**src/rtl/mem_arb_pkg.sv**
```systemverilog
// mem_arb_pkg: arbiter state encoding and default memory latency
package mem_arb_pkg;
  localparam int DEF_MEM_LATENCY = 4;
  typedef enum logic [2:0] {
    IDLE    = 3'd0,
    BUSY_IF = 3'd1,
    BUSY_DM = 3'd2,
    RESP_IF = 3'd3,
    RESP_DM = 3'd4
  } state_t;
endpackage

```
**src/rtl/mem_arb_lat_cnt.sv**
```systemverilog
// mem_arb_lat_cnt: loadable down-counter flagging when the memory latency has elapsed
module mem_arb_lat_cnt
  import mem_arb_pkg::*;
#(
  parameter int W = 3
) (
  input  logic         clk,
  input  logic         rst,
  input  logic         i_load,
  input  logic [W-1:0] i_value,
  input  logic         i_dec,
  output logic         o_done
);
  logic [W-1:0] r_cnt;
  always_ff @(posedge clk or posedge rst)
    if (rst) r_cnt <= '0;
    else if (i_load) r_cnt <= i_value;
    else if (i_dec && r_cnt != '0) r_cnt <= r_cnt - 1'b1;
  assign o_done = r_cnt == '0;
endmodule

```
**src/rtl/mem_arbiter.sv**
```systemverilog
// mem_arbiter: shares one fixed-latency memory between fetch and data ports.
// Define ARB_PERF_CNT_EN to add saturating per-requester stall counters.
module mem_arbiter
  import mem_arb_pkg::*;
#(
  parameter int MEM_LATENCY = DEF_MEM_LATENCY,
  parameter int ADDR_W      = 16,
  parameter int DATA_W      = 16
) (
  input  logic              clk,
  input  logic              rst,
  input  logic              if_req,
  input  logic [ADDR_W-1:0] if_addr,
  output logic [DATA_W-1:0] if_rdata,
  output logic              if_valid,
  output logic              if_stall,
  input  logic              dm_req,
  input  logic              dm_we,
  input  logic [ADDR_W-1:0] dm_addr,
  input  logic [DATA_W-1:0] dm_wdata,
  output logic [DATA_W-1:0] dm_rdata,
  output logic              dm_valid,
  output logic              dm_stall,
  output logic              mem_en,
  output logic              mem_we,
  output logic [ADDR_W-1:0] mem_addr,
  output logic [DATA_W-1:0] mem_wdata,
  input  logic [DATA_W-1:0] mem_rdata
`ifdef ARB_PERF_CNT_EN
  ,
  output logic [15:0]       if_stall_cnt,
  output logic [15:0]       dm_stall_cnt
`endif
);
  localparam int CW = $clog2(MEM_LATENCY) + 1;
  state_t r_state;
  logic   r_last_dm;
  logic   w_any, w_grant_dm, w_busy, w_load, w_done;
  assign w_any      = if_req || dm_req;
  assign w_grant_dm = dm_req && (!if_req || !r_last_dm);
  assign w_busy     = r_state == BUSY_IF || r_state == BUSY_DM;
  assign w_load     = r_state == IDLE && w_any;
  assign if_stall   = if_req && !if_valid;
  assign dm_stall   = dm_req && !dm_valid;
  mem_arb_lat_cnt #(.W(CW)) u_lat (
    .clk     (clk),
    .rst     (rst),
    .i_load  (w_load),
    .i_value (CW'(MEM_LATENCY - 1)),
    .i_dec   (w_busy),
    .o_done  (w_done)
  );
  always_ff @(posedge clk or posedge rst)
    if (rst) begin
      r_state   <= IDLE;
      r_last_dm <= 1'b0;
      mem_en    <= 1'b0;
      mem_we    <= 1'b0;
      mem_addr  <= '0;
      mem_wdata <= '0;
      if_rdata  <= '0;
      dm_rdata  <= '0;
      if_valid  <= 1'b0;
      dm_valid  <= 1'b0;
    end else begin
      mem_en   <= 1'b0;
      if_valid <= 1'b0;
      dm_valid <= 1'b0;
      case (r_state)
        IDLE: if (w_any) begin
          r_state   <= w_grant_dm ? BUSY_DM : BUSY_IF;
          r_last_dm <= w_grant_dm;
          mem_en    <= 1'b1;
          mem_we    <= w_grant_dm && dm_we;
          mem_addr  <= w_grant_dm ? dm_addr : if_addr;
          mem_wdata <= w_grant_dm ? dm_wdata : '0;
        end
        // stores capture too; the bus value is simply ignored by the cpu
        BUSY_IF, BUSY_DM: if (w_done) begin
          r_state <= r_state == BUSY_DM ? RESP_DM : RESP_IF;
          if (r_state == BUSY_DM) dm_rdata <= mem_rdata;
          else if_rdata <= mem_rdata;
          if_valid <= r_state == BUSY_IF;
          dm_valid <= r_state == BUSY_DM;
        end
        default: r_state <= IDLE;
      endcase
    end
`ifdef ARB_PERF_CNT_EN
  always_ff @(posedge clk or posedge rst)
    if (rst) begin
      if_stall_cnt <= '0;
      dm_stall_cnt <= '0;
    end else begin
      if (if_stall && ~&if_stall_cnt) if_stall_cnt <= if_stall_cnt + 1'b1;
      if (dm_stall && ~&dm_stall_cnt) dm_stall_cnt <= dm_stall_cnt + 1'b1;
    end
`endif
endmodule
```
**config.mk**
```make
export PLATFORM = sky130hd
export DESIGN_NAME = mem_arbiter
export DESIGN_NICKNAME = d
export VERILOG_FILES = /design/src/rtl/mem_arb_pkg.sv /design/src/rtl/mem_arb_lat_cnt.sv /design/src/rtl/mem_arbiter.sv
export SDC_FILE = /design/constraint.sdc
export NUM_CORES = 1
export LEC_CHECK = 0
export ABC_AREA = 1
export CAP_MARGIN = 40
export CORE_MARGIN = 4
export CORE_UTILIZATION = 46
export DETAILED_ROUTE_END_ITERATION = 8
export PLACE_DENSITY_LB_ADDON = 0.1
export SLEW_MARGIN = 25
export SYNTH_ARGS = -nofsm -noshare
export SYNTH_HDL_FRONTEND = slang
export SYNTH_HIERARCHICAL = 1
export SYNTH_SLANG_ARGS = --single-unit
```
**constraint.sdc**
```tcl
create_clock -name clk -period 3.7 [get_ports clk]
set_input_delay 0.555 -clock clk [delete_from_list [all_inputs] [get_ports clk]]
set_output_delay 0.555 -clock clk [all_outputs]
set_load 0.01 [all_outputs]
```
Yosys cells after proc, flatten, opt, wreduce, memory -nomap -nowiden --
Cells that the tools add are included.
Operators by class: multiplexer cells 15, bitwise operators 1, reductions and logical operators 22, add/subtract/negate cells 1, equal/unequal tests 4
Operator list (count):
- 2-to-1 mux 16 bit | 2
- 2-to-1 mux 3 bit | 5
- logical AND 1 bit | 6
- logical NOT 3 bit | 2
- 2-to-1 mux 1 bit | 6
- case mux 3 bit (2 select lines) | 1
- AND reduction 3 bit | 2
- logical NOT 1 bit | 4
- AND reduction 2 bit | 2
- == test 3 x 1 -> 1 bit (second input constant) | 1
- == test 3 x 2 -> 1 bit (second input constant) | 1
- logical OR 1 bit | 3
- nonzero test 3 bit | 1
- subtractor 3 x 1 -> 3 bit (second input constant) | 1
- 2-to-1 mux 2 bit | 1
- inequality test 2 x 1 -> 1 bit (second input constant) | 1
- inequality test 2 bit (second input constant) | 1
- nonzero test 2 bit | 1
- OR reduction 2 bit | 1
- NOT 1 bit | 1
Storage, ports and cells: register bits 75, input port bits 69, word-level logic and storage cells 54

Longest topological paths before layout --
Gate-level depths: netlist of the first run.
word-level depth 6, depth in mapped cells 8, mapped depth without buffers 8

Cells and area by module --
The synthesis of the first run kept the hierarchy.
By module, submodules not included:
- mem_arbiter | instances 1, cells each 352, area each 3146.8 um2
- mem_arb_lat_cnt | instances 1, cells each 28, area each 196.4 um2

Worst setup path after synthesis of the first run --
OpenSTA, ideal clock, no wires.
kind flip-flop to flip-flop, start reg u_lat.r_cnt[0], end reg r_state[0], cell stages (with the launch flop) 9, slack 2256 ps, path buffers 1, data arrival time 1326 ps, path through dfrtp_1 -> inv_1 -> ha_1 -> ha_1 -> inv_1 -> clkbuf_1 -> nand2_1 -> nand3_1 -> nand2_1
Between the ends: cells in the longest elaborated chain, start to end 3
Ends and longest elaborated chain:
- start, declared | line mem_arb_lat_cnt.sv:14 | logic [W-1:0] r_cnt;
- start signal, assigned | line mem_arb_lat_cnt.sv:17 | else if (i_load) r_cnt <= i_value;
- start signal, assigned | line mem_arb_lat_cnt.sv:18 | else if (i_dec && r_cnt != '0) r_cnt <= r_cnt - 1'b1;
- logical NOT 3 bit | line mem_arb_lat_cnt.sv:19 | assign o_done = r_cnt == '0;
- net w_done | line mem_arbiter.sv:38 | logic w_any, w_grant_dm, w_busy, w_load, w_done;
- inequality test 2 x 1 -> 1 bit (no line)
- AND reduction 2 bit (no line)
- end signal, assigned | line mem_arbiter.sv:71 | r_state <= w_grant_dm ? BUSY_DM : BUSY_IF;
- end signal, assigned | line mem_arbiter.sv:80 | r_state <= r_state == BUSY_DM ? RESP_DM : RESP_IF;
- end, declared | line mem_arbiter.sv:36 | state_t r_state;
The timed path passes the listed nets, and every way through them passes these cells. A chain may end at the register's enable or synchronous reset.

Worst setup path after layout of the first run --
start in dm_req, end out dm_stall
Between the ends: cells in the longest elaborated chain, start to end 1
Ends and longest elaborated chain:
- start, declared | line mem_arbiter.sv:17 | input logic dm_req,
- logical AND 1 bit | line mem_arbiter.sv:44 | assign dm_stall = dm_req && !dm_valid;
- end, declared | line mem_arbiter.sv:23 | output logic dm_stall,
No other way between the ends.

==> impl_metrics.yaml, run 1 <==
outcome:
  run_status: "completed"
drt:
  dr.pass1.iters: 4
  via_per_inst: 4.71
  via_count: 2904
  antenna_left: 0
  drt-wirelength-per-cell_um: 13.6
  wl_um: 8420
  drc: 0
  drt-initial-drc-count: 75
placed_design:
  hpwlAfterDp_um: 6090
  port_buffers: 138
  place_congestion: 0.760
timing:
  grt_setup_unrepaired: "false"
  skew_ns: 0.0111
  hold_viol: 0
  max_freq_mhz: 421
  post-route-min-period_ns: 2.37
  drv_slew: 0
  worst_pin_slew_ns: 0.658
  period_share_pct: 64.2
  slew_headroom_pct: 56.0
  setup_viol: 0
  finalSetupTns_ns: 0
  fin_hold_ws_ns: 0.431
yosys:
  avgSynthCellArea_um2: 8.80
  ys_ff_latch: 75
  yosysTopAreaCell: "dfrtp_1"
  yosysUniqueCellTypes: 25
  synthTopCellsByArea: "dfrtp_1 56%, nand2_1 17%, inv_1 4.8%"
  ys_warn_count: 6
  netlist_instances: 380
  syn_area_um2: 3340
  synth_top_area_share_pct: 56.1
  yosysSeqAreaShare_pct: 56.1
power:
  finalPower_mw: 3.93
  vdd_drop_max_mv: 0.479
  cellPowerDensity_nw_per_um2: 794
  leakagePower_nw: 2.43
worst_setup_path:
  crit_arrival_ns: 1.82
  critical_path_class: "input port to output pin"
  crit_required_ns: 3.14
  end_kind: "output pin"
  crit_path_max_fanout: 4
  start_kind: "input port"
floorplan:
  die-area_um2: 8700
  io_pins: 139
  floorplan.rows: 30
  coreArea_um2: 6940
  start_util_pct: 48.1
  die_y_um: 93.3
  die_w_um: 93.3
clock_network:
  cts_sinks: 75
  cts.hold.buffers_added: 0
  worstSkewPairLatency_ns: 0.34
  tritoncts: "done"
  cts_buffers: 9
  clk_path_buf_depth: 2
  clk_pin_slew_ns: 0.08
  post_cts_buffers: 0
  htreeDepth: 3
  cts_root_buf: "clkbuf_8"
  cts_resized: 0
global_routing:
  grtUsageTotal_pct: 20.6
  grt_antenna_before_repair: 0
  grt_pass1_wl_um: 14100
  overflow: 0
  grt_pass1_vias: 2947
  grt_max_degree: 73
job:
  drv_cap: 0
finish:
  fillers: 549
  nNetsFinal: 589
  fin_util_pct: 71.2
  area_growth_pct: 47.9
  drive_gt1_share_pct: 9.40
  antennaDiodeCount: 0
hold_path:
  hold_path.class: "input port to async pin"
-- kinds of logic after synthesis --
| group | count (synthesis) | synth area share [%] |
|---|---|---|
| adder cells (fa/ha/maj) | 2 | 0.748 |
| AND/OR/NAND/NOR | 186 | 24.2 |
| AO/OA/AOI/OAI | 53 | 10.1 |
| buffers and inverters | 62 | 8.53 |
| flip-flops | 75 | 56.1 |
| other | 2 | 0.225 |
-- layer usage --
layer / GRT usage [%] / part of all wire, % / wire length [µm] / vias up
li1: - / - / - / 1443
met1: 25.1 / 41 / 3470 / 1351
met2: 33.1 / 48 / 4070 / 95
met3: 6.60 / 8.1 / 682 / 15
met4: 9.77 / 2.5 / 208 / 0
met5: 0 / 0 / 0 / -
-- cell type report --
type                       count  area [µm²]  area share [%]
clock buffer                  12         155            3.14
sequential                    75        1880            38.0
clock inverter                 2        12.5           0.253
tap                           96         120            2.43
inverter                      48         183            3.69
multi-input combinational    244        1180            24.0
timing repair buffer         140        1410            28.6
-- path summary, 6_finish.rpt --
| check | start | to | slack, ns | cells after the start |
|---|---|---|---|---|
| worst max-delay path | dm_req | dm_stall | 1.33 | 4 |
| worst min-delay path | rst | u_lat/r_cnt[2] | 0.43 | 2 |
| worst max register to register | u_lat/r_cnt[0] | if_rdata[1] | 1.81 | 7 |
| worst min register to register | mem_addr[15] | mem_addr[15] | 0.48 | 2 |
| max in group asynchronous | rst | r_state[1] | 2.74 | 3 |
| min in group clk | mem_addr[15] | mem_addr[15] | 0.48 | 2 |
-- registers in the layout, summed over array words and instances (netlist names) --
register and cells:
dm_rdata 16, dm_valid 1, if_rdata 16, if_valid 1, mem_addr 16, mem_en 1
mem_wdata 16, mem_we 1, r_last_dm 1, r_state 3, u_lat/r_cnt 3
-- per-stage QoR --
step	instance area (µm²)	setup WS (ns)	std cells
2_1_floorplan	3350	1.32	381
3_3_place_gp	4770	1.27	602
3_5_place_dp	4780	1.33	603
4_1_cts	4940	1.32	617
5_1_grt	4940	1.23	617
6_report	4940	1.33	617
-- layout by cell type, fill, tap and decap left out --
master           instances
nand2_1                155
clkdlybuf4s50_1        138
dfrtp_1                 75
inv_1                   42
o21ai_0                 24
o211ai_1                16
nand2_2                 11
clkbuf_8                11
o21ai_2                  9
nand3_1                  8
inv_2                    5
o21ai_1                  4
nor2_1                   3
conb_1                   3
nor2_4                   2
nand2_4                  2
ha_1                     2
nand4_2                  1
nor2_2                   1
nand4_1                  1
nor2_8                   1
nand3_4                  1
inv_4                    1
clkbuf_1                 1
clkinv_2                 1
clkinvlp_4               1
buf_6                    1
buf_12                   1
-- synthesized netlist by cell type, drive strengths merged --
cell      n
buf      11
clkbuf    3
conb      2
dfrtp    75
ha        2
inv      48
nand2   168
nand3     9
nand4     2
nor2      7
o211ai   16
o21ai    37
-- critical path: stages --
cell and delay [ns]:
clkdlybuf4s50_1 0.58, inv_1 0.06, nor2_1 0.08, clkdlybuf4s50_1 0.54
-- report_power, final --
group	total [mW]	leakage (nW)	internal [mW]	switching, mW
combinational	1.95	1.41	0.953	0.999
sequential	1.42	0.931	1.21	0.213
clock	0.557	0.0843	0.272	0.284
(Power assumes the default switching activity.)
==> inputs of run 2 (changes only) <==
- CORE_UTILIZATION: 46 -> 39
- clock period: 3.7 -> 2.1 ns (I/O delays scaled with it)
==> run 2 against run 1 <==
Compared with the run above: first-iteration DRC count increased by 15%; sequential cell count unchanged; worst setup slack got worse by 1.2 ns; combinational power increased by 78%; critical path depth unchanged; routed wire length decreased by 2.2%; cell area increased by 2.3%; clock-buffer cell count decreased by 1; sequential power increased by 76%; critical path type unchanged; highest routed layer unchanged.
==> impl_metrics.yaml, run 2 (synthesized netlist as in run 1, its figures left out) <==
floorplan:
  floorplan.rows: 33
  die-area_um2: 10100
  io_pins: 139
  coreArea_um2: 8260
  die_w_um: 101
  die_y_um: 101
  start_util_pct: 40.5
worst_setup_path:
  crit_chain: "clkdlybuf4s50_1 > inv_1 > nor2_1 > clkdlybuf4s50_1"
  crit_required_ns: 1.78
  crit_family: "buffers and inverters"
  cp_slowest_cell: "clkdlybuf4s50_1"
  end_kind: "output pin"
  path_common_cell: "clkdlybuf4s50_1"
  slowest_delay_ns: 0.61
  critPathBufInv: 3
  start_kind: "input port"
  critical_path_class: "input port to output pin"
  crit_arrival_ns: 1.63
  crit_path_max_fanout: 4
timing:
  hold_viol: 0
  post-route-min-period_ns: 1.95
  grt_setup_unrepaired: "false"
  setup_viol: 0
  max_freq_mhz: 513
  finalSetupTns_ns: 0
  skew_ns: 0.0122
  period_share_pct: 92.8
  drv_slew: 0
clock_network:
  cts_root_buf: "clkbuf_8"
  tritoncts: "done"
  worstSkewPairLatency_ns: 0.34
  clk_path_buf_depth: 2
  cts_buffers: 9
  post_cts_buffers: 0
  htreeDepth: 3
  cts.hold.buffers_added: 0
  cts_sinks: 75
  cts_resized: 0
  clk_pin_slew_ns: 0.07
placed_design:
  port_buffers: 138
  dp.cells: 615
  place_congestion: 0.787
  hpwlAfterDp_um: 5960
hold_path:
  hold_path.class: "input port to async pin"
power:
  cellPowerDensity_nw_per_um2: 1450
  leakagePower_nw: 2.47
  vdd_drop_max_mv: 0.758
finish:
  fin_util_pct: 61.3
  area_growth_pct: 51.3
  antennaDiodeCount: 0
  final_common_cell: "nand2_1"
  drive_gt1_share_pct: 10.3
  layout_common_cells: "155 x nand2_1, 138 x clkdlybuf4s50_1, 75 x dfrtp_1, 42 x inv_1, 24 x o21ai_0"
  nNetsFinal: 592
  final-instance-count-excl-fill: 630
drt:
  via_per_inst: 4.55
  antenna_left: 0
  dr.pass1.iters: 4
  wl_um: 8240
  drc: 0
  drt-wirelength-per-cell_um: 13.1
  drt-initial-drc-count: 86
  via_count: 2865
outcome:
  run_status: "completed"
global_routing:
  grt_pass1_wl_um: 13500
  grtUsageTotal_pct: 16.7
  busiest_layer: "met2"
  grtUsageMet3_pct: 5.81
  overflow: 0
  grt_antenna_before_repair: 0
  grt_max_degree: 38
  met1_usage_pct: 22.7
  globalRouteMet2Util_pct: 25.8
  grt_pass1_vias: 2761
job:
  drv_cap: 0
[run 2: changes by cell type in the layout (fill, tap and decap cells not counted)]
cell	before	now
buf_4	0	4
clkinvlp_4	1	2
clkinv_2	1	0
inv_2	5	4
buf_6	1	0
bufinv_16	0	3
clkbuf_1	1	0
[run 2: metrics by stage]
step	area, µm²	power, mW	hold slack, ns	setup WS (ns)
2_1_floorplan	3350	4.35	0.0686	0.656
3_3_place_gp	4810	5.97	0.462	0.155
3_5_place_dp	4810	6.04	0.464	0.120
4_1_cts	5060	7.44	0.241	0.138
5_1_grt	5060	7.90	0.243	0.0529
6_report	5060	7.31	0.245	0.152
[run 2: worst paths after layout]
kind | start | endpoint | slack (ns) | cells after the start
max in group asynchronous | rst | mem_addr[10] | 1.25 | 3
worst max register to register | u_lat/r_cnt[0] | dm_rdata[0] | 0.45 | 7
worst max-delay path | dm_req | dm_stall | 0.15 | 4
worst min register to register | mem_addr[3] | mem_addr[3] | 0.48 | 2
worst min-delay path | rst | u_lat/r_cnt[1] | 0.25 | 2
min in group clk | mem_addr[3] | mem_addr[3] | 0.48 | 2
[run 2: final cells by class]
type	instances	area (µm²)
clock inverters	4	97.6
clock buffers	11	151
multi-input cells	244	1180
well taps	105	131
inverters	48	186
fillers	732	3200
repair buffers	143	1430
flip-flops and latches	75	1880
[run 2: routing by layer]
metal  routed length (µm)  vias up  part of all wire (%)
met5                    0        -                     0
met4                   54        0                  0.66
met3                  657        4                   8.0
met2                 3710       95                    45
met1                 3810     1309                    46
li1                     -     1457                     -
[run 2: power breakdown]
group          internal (mW)  switching (mW)
clock network          0.848           0.500
logic                   1.71            1.76
registers               2.13           0.373
total                   4.68            2.63
==> RTL edit (config.mk and constraints of run 1) <==
Add a define of `ARB_PERF_CNT_EN`.
--- a/src/rtl/mem_arbiter.sv
+++ b/src/rtl/mem_arbiter.sv
@@ -2,2 +2,4 @@
 // Define ARB_PERF_CNT_EN to add saturating per-requester stall counters.
+`define ARB_PERF_CNT_EN
+
 module mem_arbiter
Behaviour (old outputs only; new: dm_stall_cnt and if_stall_cnt): unchanged (Yosys induction, for registers that start in step).
==> RTL edit against run 1 <==
- critical endpoint unchanged
- cell area up 49%
- power is 37% higher
- highest routed layer unchanged
- synthesized area up 56%
- setup slack got worse by 130 ps
- non-clock buffer count is 33 higher
- sequential cell count up 32
- critical path type unchanged
- combinational power increased by 24%
- routed wire length rose by 72%
- sequential share of layout area is 1.6 points lower
==> RTL edit: results (changes against run 1) <==
initialDrtViolationCount: 396  # was 75
fin_skew_ps: 11.2  # was 11.1 ps
p_leak_nw: 3.39  # was 2.43 nW
dp_cells: 967  # was 603
cts_resized: 0  # unchanged
worstMarginPinSlew_ps: 655  # was 658 ps
hpwl_mm: 10.1  # was 6.09 mm
portBuffers: 170  # was 138
status: "finished clean"  # unchanged
r2r-start: "r_last_dm$_DFFE_PP0P_"  # was u_lat/r_cnt[0]$_DFFE_PP0P_
nets: 912  # was 589
arrival_ps: 1950  # was 1820 ps
ctsRootBufferMaster: "clkbuf_16"  # was clkbuf_8
synth-main-ff-cell: "dfrtp_1"  # unchanged
ir_drop_mv: 0.486  # was 0.479 mV
first_pass_iters: 5  # was 4
yosysSeqAreaShare_pct: 51.3  # was 56.1%
synthCells: 674  # was 380
path_max_fanout: 6  # was 4
fin_cells: 984  # was 617
wirelength_mm: 14.5  # was 8.42 mm
drive_gt1_share_pct: 5.33  # was 9.40%
ys_top_cells_by_area: "dfrtp_1, nand2_1, nand3_1"  # was dfrtp_1, nand2_1, inv_1
gp_routability_congestion: 0.834  # was 0.760
synth_common_cells: "nand2_1, dfrtp_1, nor2_1"  # was nand2_1, dfrtp_1, inv_1
grt_max_degree: 55  # was 73
vias: 4972  # was 2904
grt_usage_pct: 22.8  # was 20.6%
[RTL edit: per-stage QoR]
stage	cell area, um^2	worst slack (ps)	utilization (%)
floorplan	5220	413	-
global placement	7030	1190	64.0
detailed placement	7030	1080	64.0
CTS	7340	1190	66.8
global route	7370	1100	67.1
finish	7370	1190	67.1
[RTL edit: cells by family (layout without fill, tap and decap cells)]
logic type,Yosys count,in the layout,share of synthesized area (%)
AOI/OAI and AO/OA,89,89,9.02
xor gates and xnor gates,8,8,1.34
adders and majority gates,4,4,0.959
buffers and inverters,68,237,5.42
DFF,107,107,51.3
other,2,3,0.144
and+or+nand+nor,396,396,31.8
[RTL edit: power by group through the flow]
| stage | Clock [W] | Combinational [W] | Sequential (W) |
|---|---|---|---|
| after floorplan | 0 | 0.00102 | 0.00210 |
| after global placement | 0 | 0.00234 | 0.00193 |
| after detailed placement | 0 | 0.00241 | 0.00194 |
| after CTS | 0.00104 | 0.00242 | 0.00194 |
| after global routing | 0.00107 | 0.00267 | 0.00200 |
| final | 0.00101 | 0.00242 | 0.00194 |
[RTL edit: path summary, 6_finish.rpt]
kind                                                to  slack [ps]  depth (start not counted)
max in group asynchronous  dm_stall_cnt[3]$_DFFE_PP0P_        2270                          3
max reg2reg                     r_state[1]$_DFFE_PP0P_        1820                          7
max                                           dm_stall        1190                          4
min in group clk              dm_rdata[14]$_DFFE_PP0P_         480                          2
min                         u_lat/r_cnt[2]$_DFFE_PP0P_         480                          2
min reg2reg                   dm_rdata[14]$_DFFE_PP0P_         480                          2
[RTL edit: routing by layer]
metal / part of all wire (%) / wire length [um] / vias to the layer above / global-route usage (%)
met3: 8.0 / 1150 / 19 / 9.14
met5: 0 / 0 / - / 0
met2: 50 / 7160 / 147 / 38.6
li1: - / - / 2472 / -
met1: 41 / 5880 / 2334 / 26.8
met4: 1.8 / 263 / 0 / 6.10
[RTL edit: area by class of cell]
class,instances,area [um^2]
Inverter,48,185
Sequential cell,107,2680
Timing Repair Buffer,173,1760
Fill cell,919,3610
Clock buffer,12,256
Tap cell,140,175
Multi-Input combinational cell,500,2260
Clock inverter,4,57.6
[RTL edit: critical path, cell delays in order]
cell	delay (ps)
clkdlybuf4s50_1	520
nand2_1	150
inv_2	160
clkdlybuf4s50_1	550
